File: src/rtl/bcond_flag_sequencer.sv
// B.cond resolution sequencer for the LEGv8 pipeline: holds NZCV, tracks in-flight
// flag writers, stalls a B.cond until its flags are final, and drives a multi-cycle flush.
module bcond_flag_sequencer #(
  parameter int FLUSH_CYCLES = 2,
  parameter int PEND_W       = 2
) (
  input  logic        clk,
  input  logic        reset,
  input  logic        setflags_issue,
  input  logic        flags_wb_valid,
  input  logic [3:0]  flags_wb,
  input  logic        bcond_valid,
  input  logic [4:0]  bcond_code,
  output logic [3:0]  nzcv,
  output logic        setflags_stall,
  output logic        stall,
  output logic        br_resolved,
  output logic        br_taken,
  output logic        flush
);

  typedef enum logic [1:0] {S_IDLE, S_WAIT, S_FLUSH} state_t;

  localparam logic [PEND_W-1:0] PEND_MAX = '1;

  state_t            state;
  logic [PEND_W-1:0] pend;
  logic [2:0]        fcnt;
  logic [3:0]        eff_flags;
  logic              flags_ready;
  logic              cond_true;
  logic              active;
  logic              f_n, f_z, f_c, f_v;

  always_comb begin
    eff_flags = flags_wb_valid ? flags_wb : nzcv;
    {f_n, f_z, f_c, f_v} = eff_flags;
    flags_ready = (pend == '0) ||
                  ((pend == PEND_W'(1)) && flags_wb_valid && !setflags_issue);
    cond_true = 1'b0;
    case (bcond_code)
      5'd0:    cond_true = f_z;
      5'd1:    cond_true = !f_z;
      5'd2:    cond_true = f_c;
      5'd3:    cond_true = !f_c;
      5'd4:    cond_true = f_n;
      5'd5:    cond_true = !f_n;
      5'd6:    cond_true = f_v;
      5'd7:    cond_true = !f_v;
      5'd8:    cond_true = f_c && !f_z;
      5'd9:    cond_true = !(f_c && !f_z);
      5'd10:   cond_true = (f_n == f_v);
      5'd11:   cond_true = (f_n != f_v);
      5'd12:   cond_true = !f_z && (f_n == f_v);
      5'd13:   cond_true = !(!f_z && (f_n == f_v));
      default: cond_true = 1'b0;
    endcase
    // Mealy outputs are gated by reset so they drop the instant reset asserts.
    active      = reset && bcond_valid && (state != S_FLUSH);
    br_resolved = active && flags_ready;
    stall       = active && !flags_ready;
    br_taken    = br_resolved && cond_true;
  end

  assign setflags_stall = (pend == PEND_MAX);

  always_ff @(posedge clk or negedge reset) begin
    if (!reset) begin
      nzcv <= '0;
      pend <= '0;
    end else begin
      if (flags_wb_valid) nzcv <= flags_wb;
      if (setflags_issue && flags_wb_valid && (pend != '0))
        pend <= pend;
      else if (setflags_issue && (pend != PEND_MAX))
        pend <= pend + PEND_W'(1);
      else if (flags_wb_valid && (pend != '0))
        pend <= pend - PEND_W'(1);
    end
  end

  always_ff @(posedge clk or negedge reset) begin
    if (!reset) begin
      state <= S_IDLE;
      fcnt  <= '0;
      flush <= 1'b0;
    end else begin
      case (state)
        // IDLE and WAIT resolve identically; WAIT only records that a stall is ongoing.
        S_IDLE, S_WAIT: begin
          if (br_resolved && br_taken) begin
            state <= S_FLUSH;
            fcnt  <= 3'(FLUSH_CYCLES);
            flush <= 1'b1;
          end else if (stall) begin
            state <= S_WAIT;
          end else begin
            state <= S_IDLE;
          end
        end
        S_FLUSH: begin
          if (fcnt <= 3'd1) begin
            state <= S_IDLE;
            flush <= 1'b0;
          end else begin
            fcnt <= fcnt - 3'd1;
          end
        end
        default: begin
          state <= S_IDLE;
          flush <= 1'b0;
        end
      endcase
    end
  end

endmodule

File: config.mk
export PLATFORM = sky130hd
export DESIGN_NAME = bcond_flag_sequencer
export DESIGN_NICKNAME = d
export VERILOG_FILES = /design/src/rtl/bcond_flag_sequencer.sv
export SDC_FILE = /design/constraint.sdc
export NUM_CORES = 1
export LEC_CHECK = 0
export CORE_ASPECT_RATIO = 0.7
export CORE_MARGIN = 5
export CORE_UTILIZATION = 44
export CTS_BUF_LIST = sky130_fd_sc_hd__clkbuf_16
export DETAILED_ROUTE_END_ITERATION = 16
export PLACE_DENSITY = 0.75
export SLEW_MARGIN = 0
export SYNTH_ARGS = -nofsm -noshare
export SYNTH_HDL_FRONTEND = slang
export SYNTH_SLANG_ARGS = --single-unit
export TNS_END_PERCENT = 5
File: constraint.sdc
create_clock -name clk -period 2.1 [get_ports clk]
set_clock_uncertainty 0.15 [all_clocks]
set_input_delay 0.42 -clock clk [delete_from_list [all_inputs] [get_ports clk]]
set_output_delay 0.42 -clock clk [all_outputs]
set_load 0.1 [all_outputs]
==> metrics.txt <==
outcome complete, but fails checks; violated checks setup timing; maximum clock rate about 0.37 GHz; Critical Path Start Type primary input; top routing layer in use met4; htree depth 1; Tmin final about 2700 ps; Hold Path Origin flags_wb_valid; Post-synth EDFFs 0; area of the mapped netlist 947.2 um2; final WL 3.888 mm; wire per inst slightly above 20 um; CP startpoint bcond_code[3]; Synth area leader dfrtp_1; synth unique cells 37; # DRC 0; maximum vdd drop 0.001108 V; hold buffers post-CTS 0; Synth Area per Inst 9.021 um2; CP cell instances clkdlybuf4s15_2 -> buf_6 -> nor3_1 -> buf_4 -> a221oi_2 -> o211ai_1 -> nor4_2 -> buf_4 -> nor2_4 -> buf_12; final setup fails 8; Final Max Tran Viols 0; RSZ-0062 raised after global routing true; crit path capture type output port; worst reg2reg path startpoint nzcv[1]$_DFF_PN0_; nets@finish between 150 and 200; Crit-path slowest cell o211ai_1; clk sinks 12; GPL Wtd Cong roughly 0.94; Top Ports 23; Num CTS Buffers 3; antenna viol nets, final 0; Met2 Wirelength about 1.9 mm; layout filler cell count ~110; Slew @ Worst Pin 674.3 ps; Pleak 0.7999 nW; initial antenna violation count 0; pin count of the biggest net entering global routing 13; wl on met1 between 1.5 and 2 mm; Mapped Nets ~120; core footprint roughly 2100 um2; Via density approximately 6; DP Cell Count between 150 and 200; register area share after synthesis 0.3170; Yosys reg bits 12; vias in the first global route around 1,100; most used cell, CP buf_4; Crit Path Class primary input to output port; post-route insts no fill 190; Tightest Hold Check Type primary input to flip-flop; Synth async-reset ratio 1.000; std cell rows 14; CP arrival approximately 2200 ps; Die ar. around 3200 um2; gr ovfl total 0; initial core utilization 0.4506; Antenna diodes 0; via count 1,145; crit path setup slack, layout -619.4 ps; Final Core Density 0.8304; Synth top cells by count dfrtp_1, inv_1, mux2i_1; Tcrit/Tclk final 1.295; Die Height 48.82 um; Synth top area share 0.3170; DR WL met3 between 300 and 400 um; Buf/Inv on CP 5; Final Hold Viols 0; Max Fanout on Critical Path 5; DRT iter0 DRCs 82; detailed-placement wirelength estimate about 2.2 mm; Max stage delay on crit path 300 ps; DR pass1 iterations 4; Area Growth Syn to Fin 84.28%; Data required, critical path about 1500 ps; Total GRT Usage 0.2167; Slew headroom 0.5457; footprint of the multi-input gates slightly above 700 um2; Clk Latency, worst-skew pair between 200 and 250 ps; IO buf count 22; clock root buffer master clkbuf_16; top-count cell post-synth dfrtp_1; CTS tree done; clock buffer depth 2; CP delay by family, top buffers and inverters; Max Cap Viol 0; Clk pin slew, worst setup/hold paths 40 ps; Mapped Cells between 100 and 150; global-route wire length before repair 5.347 mm; ys flop type dfrtp_1; PwrDens about 1000 nW/um2; register area approximately 300 um2; synth top area cells dfrtp_1, mux2i_1, ha_1; share of cells above drive strength 1 0.5301; Die Wd about 65 um; Ys Warns 0
final cells by class:
type,instances,area share
multi-input combinational,79,0.4151
timing repair buffer,61,0.3276
sequential,12,0.1735
clock buffer,3,0.04301
inverter,10,0.02151
tap,24,0.01720
clock inverter,1,0.002151
per-layer routing:
metal / GRT usage / vias up
met2: 0.3765 / 72
met3: 0.06912 / 22
met4: 0.06552 / 0
met5: 0 / -
li1: - / 502
met1: 0.2525 / 549
per-stage QoR:
| stage | instance area [um2] | setup slack, ps | hold slack [ps] | total power [mW] | TNS (ps) |
|---|---|---|---|---|---|
| floorplan | 989.7 | -831.5 | -25.59 | 0.9762 | -3319 |
| global placement | 1476 | -890.3 | 375.3 | 1.268 | -4173 |
| detailed placement | 1476 | -909.0 | 388.4 | 1.305 | -4389 |
| CTS | 1670 | -388.5 | 327.0 | 1.698 | -1281 |
| global route | 1745 | -648.3 | 360.7 | 1.864 | -2670 |
| finish | 1745 | -619.4 | 360.2 | 1.769 | -2293 |
logic make-up (layout without fill, tap and decap cells):
kind of cell,Yosys count,in the layout,synth area share
multiplexers,10,10,0.1083
buffers and inverters,14,75,0.06472
adder cells (fa/ha/maj),5,5,0.06605
AO/OA/AOI/OAI,21,21,0.1625
XOR/XNOR,4,4,0.03698
AND/OR/NAND/NOR,39,39,0.2444
flip-flops,12,12,0.3170
sequential cells by signal, indices dropped and copies added (netlist names):
register / cells
fcnt: 3
state: 2
nzcv: 4
flush: 1
pend: 2
tightest hold or removal path: stages:
cell	delay, ps
buf_6	120
mux2i_4	80
inv_2	90
worst paths after layout:
path                       depth (start not counted)  slack, ps              endpoint
hold / removal                                     3        360     nzcv[0]$_DFF_PN0_
hold reg to reg                                    2        430  state[0]$_DFFE_PN0P_
setup / recovery                                  10       -620              br_taken
min in group asynchronous                          2        400   fcnt[1]$_DFFE_PN0P_
max in group asynchronous                          2       1220     nzcv[0]$_DFF_PN0_
setup reg to reg                                  11       -430   fcnt[2]$_DFFE_PN0P_
where the power goes:
group / switching (mW) / total [mW] / internal (mW) / leakage (nW)
Sequential: 0.0735 / 0.381 / 0.308 / 0.143
Clock: 0.108 / 0.359 / 0.252 / 0.0385
Combinational: 0.610 / 1.03 / 0.418 / 0.618
Total: 0.791 / 1.77 / 0.977 / 0.800
placed cells by master (no fill, tap or decap), types with 2 or more instances in the layout:
master           count
nand2b_1             2
inv_2                4
clkdlybuf4s50_1      3
clkdlybuf4s15_2      2
nand4_1              2
buf_2                3
o21ai_1              2
o211ai_1             4
dfrtp_2              2
xnor2_1              4
a21oi_1              2
inv_1                6
a21oi_2              2
buf_4               38
buf_6                4
buf_12               7
o21ai_0              3
clkdlybuf4s15_1      2
nor3_1               3
nor2b_1              3
nand3_1              3
mux2i_1              6
mux2i_4              2
clkbuf_16            3
ha_1                 4
dfrtp_1             10
nand2_1              5
nor2_1               6
what timing repair did:
| item | CTS | global route |
|---|---|---|
| pin swaps | 7 | 5 |
| setup endpoints to repair | 8 | 8 |
| setup buffers | 9 | 4 |
| resized for setup | 41 | 14 |
Power figures use the tool's default switching activity.
